`src/rtl/line_shift_ctrl.sv`:
```
// One-line delay sequencer: drives an external line FIFO so each output pixel is
// paired with the pixel above it. Optional sticky error flags under LINE_SHIFT_ERR_EN.
module line_shift_ctrl #(
  parameter int DATA_W     = 8,
  parameter int LINE_W     = 1920,
  parameter int LVL_W      = 12,
  parameter int CLR_CYCLES = 2
) (
  input  logic              clk,
  input  logic              rst_n,
  input  logic              frame_start,
  input  logic              in_valid,
  input  logic [DATA_W-1:0] in_data,
  output logic              fifo_rst,
  output logic              fifo_wr_en,
  output logic [DATA_W-1:0] fifo_wr_data,
  output logic              fifo_rd_en,
  input  logic [DATA_W-1:0] fifo_rd_data,
  input  logic              fifo_full,
  input  logic              fifo_empty,
  input  logic [LVL_W-1:0]  fifo_wr_level,
  output logic              out_valid,
  output logic [DATA_W-1:0] out_cur,
  output logic [DATA_W-1:0] out_prev,
  output logic [11:0]       line_cnt,
  output logic              err_ovf,
  output logic              err_udf
);

  localparam int PIX_W = $clog2(LINE_W + 1);
  localparam int CLR_W = $clog2(CLR_CYCLES + 1);

  typedef enum logic [1:0] {IDLE, CLEAR, FILL, SHIFT} state_t;

  state_t             state, state_nxt;
  logic [PIX_W-1:0]   pix_cnt;
  logic [CLR_W-1:0]   clr_cnt;
  logic               wr_req, rd_req;
  logic               clear_entry;
  logic               line_end;

  assign line_end    = in_valid && (pix_cnt == PIX_W'(LINE_W - 1));
  assign clear_entry = (state_nxt == CLEAR) && (state != CLEAR);

  // NOTE: every output of this block gets a default first, so no path can infer a latch.
  always_comb begin
    state_nxt = state;
    wr_req    = 1'b0;
    rd_req    = 1'b0;
    if (frame_start && state != CLEAR) begin
      state_nxt = CLEAR;
    end else begin
      case (state)
        IDLE:  ;
        CLEAR: if (clr_cnt == CLR_W'(CLR_CYCLES - 1)) state_nxt = FILL;
        FILL: begin
          wr_req = in_valid;
          if (line_end) state_nxt = SHIFT;
        end
        SHIFT: begin
          wr_req = in_valid;
          rd_req = in_valid;
        end
        default: state_nxt = IDLE;
      endcase
    end
  end

  // Guards hold even while the controller is in reset.
  assign fifo_rst     = !rst_n || (state == CLEAR);
  assign fifo_wr_en   = rst_n && wr_req && !fifo_full;
  assign fifo_rd_en   = rst_n && rd_req && !fifo_empty;
  assign fifo_wr_data = in_data;

  // FIFO read data arrives one cycle after fifo_rd_en, aligned with out_valid.
  assign out_prev = out_valid ? fifo_rd_data : '0;

  // NOTE: sequential state uses non-blocking assignments so all registers update together.
  always_ff @(posedge clk) begin
    if (!rst_n) begin
      state     <= IDLE;
      pix_cnt   <= '0;
      clr_cnt   <= '0;
      line_cnt  <= '0;
      out_valid <= 1'b0;
      out_cur   <= '0;
    end else begin
      state     <= state_nxt;
      out_valid <= fifo_rd_en;
      out_cur   <= in_data;
      if (clear_entry) begin
        clr_cnt  <= '0;
        pix_cnt  <= '0;
        line_cnt <= '0;
      end else begin
        if (state == CLEAR) clr_cnt <= clr_cnt + 1'b1;
        if ((state == FILL || state == SHIFT) && in_valid) begin
          if (line_end) begin
            pix_cnt <= '0;
            if (line_cnt != 12'hFFF) line_cnt <= line_cnt + 1'b1;
          end else begin
            pix_cnt <= pix_cnt + 1'b1;
          end
        end
      end
    end
  end

`ifdef LINE_SHIFT_ERR_EN
  logic ovf_evt, udf_evt;
  logic err_ovf_r, err_udf_r;

  assign ovf_evt = (wr_req && fifo_full) ||
                   (state == SHIFT && fifo_wr_level > LVL_W'(LINE_W));
  assign udf_evt = rd_req && fifo_empty;

  always_ff @(posedge clk) begin
    if (!rst_n || clear_entry) begin
      err_ovf_r <= 1'b0;
      err_udf_r <= 1'b0;
    end else begin
      if (ovf_evt) err_ovf_r <= 1'b1;
      if (udf_evt) err_udf_r <= 1'b1;
    end
  end

  assign err_ovf = err_ovf_r;
  assign err_udf = err_udf_r;
`else
  logic unused_lvl;
  assign unused_lvl = ^fifo_wr_level;
  assign err_ovf    = 1'b0;
  assign err_udf    = 1'b0;
`endif

endmodule

```
`config.mk`:
```
export PLATFORM = sky130hd
export DESIGN_NAME = line_shift_ctrl
export DESIGN_NICKNAME = d
export VERILOG_FILES = /design/src/rtl/line_shift_ctrl.sv
export SDC_FILE = /design/constraint.sdc
export NUM_CORES = 1
export LEC_CHECK = 0
export CELL_PAD_IN_SITES_DETAIL_PLACEMENT = 1
export CELL_PAD_IN_SITES_GLOBAL_PLACEMENT = 1
export CORE_MARGIN = 3
export CORE_UTILIZATION = 31
export CTS_BUF_LIST = sky130_fd_sc_hd__clkbuf_16
export CTS_CLUSTER_SIZE = 16
export DETAILED_ROUTE_END_ITERATION = 8
export PLACE_DENSITY_LB_ADDON = 0.05
export SKIP_LAST_GASP = 1
export SLEW_MARGIN = 25
export SYNTH_ARGS = -nofsm -noshare
export SYNTH_HDL_FRONTEND = slang
export SYNTH_SLANG_ARGS = --single-unit
```
`constraint.sdc`:
```
create_clock -name clk -period 2 [get_ports clk]
set_input_delay 0.3 -clock clk [delete_from_list [all_inputs] [get_ports clk]]
set_output_delay 0.3 -clock clk [all_outputs]
set_load 0.01 [all_outputs]
```
After elaboration in Yosys (flattened, before gate mapping)
Index checks and enable logic that the tools add are counted.
{"block": "totals", "register_bits": 36, "output_inout_bits": 42}
{"block": "op_classes", "add_sub_neg": 3, "n_eq_ne": 8, "n_mux": 10, "bitwise": 1, "n_reduce_logical": 16}
{"op": "adder 12 x 1 -> 12 bit (second input constant)", "count": 1}
{"op": "!= test 12 bit (second input constant)", "count": 1}
{"op": "adder 11 x 1 -> 11 bit (second input constant)", "count": 1}
{"op": "== test 11 bit (second input constant)", "count": 1}
{"op": "2-to-1 mux 11 bit", "count": 1}
{"op": "logical AND 1 bit", "count": 8}
{"op": "2-to-1 mux 8 bit", "count": 1}
{"op": "== test 2 x 1 -> 1 bit (second input constant)", "count": 3}
{"op": "2-to-1 mux 2 bit", "count": 3}
{"op": "== test 2 bit (second input constant)", "count": 2}
{"op": "2-to-1 mux 1 bit", "count": 4}
{"op": "one-hot mux 2 bit (2 select lines)", "count": 1}
{"op": "OR reduction 2 bit", "count": 2}
{"op": "zero test 1 bit", "count": 3}
{"op": "AND reduction 3 bit", "count": 1}
{"op": "adder 2 x 1 -> 2 bit (second input constant)", "count": 1}
{"op": "logical OR 1 bit", "count": 2}
{"op": "!= test 2 x 1 -> 1 bit (second input constant)", "count": 1}
{"op": "NOT 1 bit", "count": 1}

Logic depth before layout (Yosys ltp)
{"block": "depth", "ltp_word": 8, "ltp_mapped": 8}

Least setup slack after synthesis
OpenSTA, ideal clock, no wires.
{"block": "synth_path", "path_type": "flip-flop to flip-flop", "from": "register state[1]", "to": "register line_cnt[10]", "arrival_ps": 1728, "required_ps": 1922, "setup_slack_ps": 194, "stages_incl_launch_ff": 9, "path_buffers": 2, "period_less_slack_ps": 1806, "path_cell_list": "dfxtp_1 -> inv_1 -> ha_1 -> clkbuf_1 -> nor2b_1 -> o31ai_1 -> a32oi_2 -> buf_2 -> nor3_1"}
{"block": "synth_between", "elab_chain_cells": 6, "word_cells_on_any_way": 15, "classes_between": "5 x eq/ne; 4 x mux; 6 x reduce/logical"}
{"element": "start, declared", "line_no": "35", "source": "state_t state, state_nxt;"}
{"element": "start signal, assigned", "line_no": "88", "source": "state <= state_nxt;"}
{"element": "== test 2 bit, or another cell as far along", "line_no": "53, 97"}
{"element": "one-hot mux 2 bit (2 select lines) or logical AND 1 bit (tied branches)", "line_no": "53, 50"}
{"element": "2-to-1 mux 2 bit", "line_no": "50", "source": "if (frame_start && state != CLEAR) begin"}
{"element": "== test 2 x 1 -> 1 bit", "line_no": "43", "source": "assign clear_entry = (state_nxt == CLEAR) && (state != CLEAR);"}
{"element": "logical AND 1 bit", "line_no": "43"}
{"element": "OR reduction 2 bit (no source line)"}
{"element": "end signal, assigned", "line_no": "100", "source": "if (line_cnt != 12'hFFF) line_cnt <= line_cnt + 1'b1;"}
{"element": "end, declared", "line_no": "25", "source": "output logic [11:0] line_cnt,"}
Parallel ways exist; a longest one is shown, timed or not.
A chain may end at the register's enable or synchronous reset.

Worst setup path in the final report
{"block": "layout_path", "from": "register state[1]", "to": "output fifo_wr_en"}
{"block": "layout_between", "elab_chain_cells": 6, "word_cells_on_any_way": 9, "classes_between": "3 x eq/ne; 2 x mux; 4 x reduce/logical"}
{"element": "== test 2 bit", "line_no": "53", "source": "case (state)"}
{"element": "OR reduction 2 bit (no source line)"}
{"element": "2-to-1 mux 1 bit", "line_no": "53"}
{"element": "2-to-1 mux 1 bit *", "line_no": "50"}
{"element": "logical AND 1 bit * (2 in a row)", "line_no": "71", "source": "assign fifo_wr_en = rst_n && wr_req && !fifo_full;"}
{"element": "end, declared", "line_no": "15", "source": "output logic fifo_wr_en,"}
Every way passes the cells marked *; elsewhere a longest branch is shown, timed or not.

==> flow_summary_export.csv <==
group,metric,value,unit
setup_path,crit_fanout,4,
setup_path,crit_start,"state[1]$_SDFF_PN0_",
yosys,async_reset_ff_frac,0,
pwr,cellLeakagePower,0.991,nW
pwr,swShare,0.238,
place,dpl.cell_count,354,
setup_path,critPathKind,"reg2out",
floorplan,ios,76,
cells_and_area,final_util,0.490,
pwr,power_per_cell_area,615,nW/um^2
place,gp_congestion,0.780,
sta,rsz0062_at_grt,"yes",
cells_and_area,fin_nets,330,
global_route,grt_pass1_vias,1852,
clocking,htree_levels,2,
clocking,post_cts_buffers,0,
clocking,cts_buffers,5,
cells_and_area,fillers,671,
cells_and_area,fin_cells,362,
pwr,combPwrFrac,0.116,
run_status,status,"completed",
routing,vias_per_cell,5.10,
clocking,insertion_delay,0.28,ns
pwr,ir_drop,413,uV
clocking,clk_pin_slew,0.06,ns
routing,wl_per_cell,14.0,um
yosys,ys_ff_latch,36,
floorplan,die_x,84.0,um
routing,firstDrtPassIters,4,
cells_and_area,stdcell_area,2800,um^2
sta,finalCritPeriodShare,0.944,
sta,fin_ws,0.111,ns
setup_path,startpoint_type,"flop",
sta,setup_viol,0,
place,place_area,2640,um^2
global_route,grt_max_degree,15,
floorplan,rows,27,
sta,maxSlewViolCount,0,
setup_path,crit_required,1.70,ns
yosys,syn_inst,216,
cells_and_area,drive_above_1_share,0.159,
yosys,avgSynthCellArea,8.74,um^2
yosys,syn-cell-area,1890,um^2
worst_hold_path,min_path_type,"reg2reg",
yosys,synth_edf_count,0,
pwr,internal-power,0.00131,W
clocking,cts_tree,"built",
routing,drt_drc_violations_left,0,
worst_hold_path,min_from,"clr_cnt[1]$_SDFFE_PP0P_",
pwr,clkPwrFrac,0.453,
sta,hold_viol,0,
floorplan,die_area,7060,um^2
cells_and_area,final_common_cell,"clkdlybuf4s50_1",
floorplan,coreArea,5710,um^2
floorplan,die_h,84.0,um
clocking,clock-sinks,36,
place,dp_hpwl,3.89,mm
setup_path,rr_startpoint,"state[0]$_SDFF_PN0_",
floorplan,start_util,0.330,
sta,max_freq,530,MHz
yosys,synth.distinct_cells,45,
routing,via_count,1847,
place,pre_cts_ws,-0.142,ns
pwr,p_seq_frac,0.431,
setup_path,cp-end-kind,"output pin",
global_route,antenna_found_initial,0,
global_route,overflow,0,
global_route,grt_use_total,0.153,
place,port_buffers,61,
cells_and_area,antenna_cells,0,
global_route,grt_pass1_wl,8.84,mm
sta,fin_skew,0.00260,ns
cells_and_area,area_delta_synth_final,48.3,%
pwr,p_switching,0.000410,W
yosys,yosysSeqAreaShare,0.382,
clocking,clockBufferDepth,2,
sta,finalCriticalPeriod,1.89,ns
job,cap_viol_max_count,0,
routing,routed_wl,5.06,mm
setup_path,cp_data_arrival_time,1.59,ns
clocking,postCtsHoldBufs,0,
cells_and_area,final_cell_mix,"clkdlybuf4s50_1, dfxtp_1, buf_4",
yosys,ys.flop_type,"dfxtp_1",
routing,final_antenna_net_count,0,
routing,drtIter0Drc,30,
clocking,root_buffer,"clkbuf_16",
yosys,yosysWarnings,0,
[cell usage after synthesis, types with 2 or more instances]
cell      instances  share of area
and2_1           18          0.060
xnor2_1           5          0.023
nand4_1           5          0.017
buf_2             4          0.011
xor2_1            3          0.014
a31oi_1           3         0.0099
or4b_1            2          0.011
or4_1             4          0.016
inv_1             6          0.012
nor4_1            4          0.013
and4_1            2         0.0093
o41ai_1           2         0.0093
nor3_1           14          0.037
nand2_1          13          0.026
buf_4            10          0.040
o21ai_0           4          0.011
nor2_1           11          0.022
o31ai_1           7          0.028
nand3_1          10          0.027
dfxtp_1          36           0.38
ha_1              7          0.046
a21oi_1          13          0.034
clkbuf_1          3         0.0060
buf_6             2          0.012
nor2b_1           2         0.0066
or3_1             3         0.0099
o21bai_1          2         0.0080
nand2b_1          4          0.013
[what timing repair did]
action	4_1_cts	5_1_grt
resized for setup	2	9
pin swaps	0	0
setup endpoints to repair	2	19
[power groups by stage]
| stage | Combinational [W] | Sequential [W] | Clock [W] |
|---|---|---|---|
| 4_1_cts | 0.000201 | 0.000740 | 0.000817 |
| 6_report | 0.000200 | 0.000741 | 0.000780 |
| 5_1_grt | 0.000219 | 0.000743 | 0.000849 |
| 2_1_floorplan | 0.0000899 | 0.000760 | 0 |
| 3_3_place_gp | 0.000198 | 0.000756 | 0 |
| 3_5_place_dp | 0.000200 | 0.000756 | 0 |
[layout make-up]
class / count / area [um^2] / share of cell area
multi-input combinational: 156 / 1040 / 0.370
timing repair buffer: 84 / 777 / 0.278
sequential: 36 / 723 / 0.258
clock buffer: 5 / 125 / 0.0447
tap: 72 / 90.1 / 0.0322
clock inverter: 3 / 23.8 / 0.00850
inverter: 6 / 22.5 / 0.00805
[stage by stage]
step / setup TNS (ns) / hold WS [ns] / total power, W
6_report: 0 / 0.504 / 0.00172
5_1_grt: -0.0651 / 0.524 / 0.00181
4_1_cts: 0 / 0.512 / 0.00176
3_5_place_dp: -0.895 / 0.503 / 0.000956
3_3_place_gp: -0.667 / 0.482 / 0.000954
2_1_floorplan: 0 / 0.378 / 0.000850
[routing by layer]
metal | up-vias | wire, um | share of wire | track usage
met2 | 58 | 2330 | 0.46 | 0.246
met3 | 5 | 322 | 0.064 | 0.0424
li1 | 917 | - | - | -
met5 | - | 0 | 0 | 0
met4 | 0 | 68 | 0.013 | 0.0570
met1 | 867 | 2330 | 0.46 | 0.194
[sequential cells by signal, indices dropped and copies added (netlist names)]
signal,cells
line_cnt,12
pix_cnt,11
out_cur,8
clr_cnt,2
state,2
out_valid,1
[worst paths after layout]
kind	depth (start not counted)	slack, ns	endpoint
setup / recovery	6	0.11	fifo_wr_en
hold / removal	2	0.50	clr_cnt[1]$_SDFFE_PP0P_
setup reg to reg	6	0.14	line_cnt[7]$_SDFFE_PP0P_
hold reg to reg	2	0.50	clr_cnt[1]$_SDFFE_PP0P_
[kinds of logic (layout without fill, tap and decap cells)]
| family | count (synthesis) | in the layout | synth area share |
|---|---|---|---|
| AND/OR/NAND/NOR | 100 | 100 | 0.313 |
| AO/OA/AOI/OAI | 38 | 38 | 0.134 |
| flip-flops | 36 | 36 | 0.382 |
| buffers and inverters | 25 | 98 | 0.0802 |
| XOR/XNOR | 8 | 8 | 0.0371 |
| adder cells (fa/ha/maj) | 7 | 7 | 0.0464 |
| other | 1 | 2 | 0.00199 |
| multiplexers | 1 | 1 | 0.00531 |
[critical path, cell delays in order (launching register included)]
cell	delay (ns)
dfxtp_2	0.34
inv_1	0.08
ha_2	0.20
nand2b_1	0.13
nand2_1	0.12
nor3_1	0.14
dlygate4sd2_1	0.29
Power figures use the tool's default switching activity.
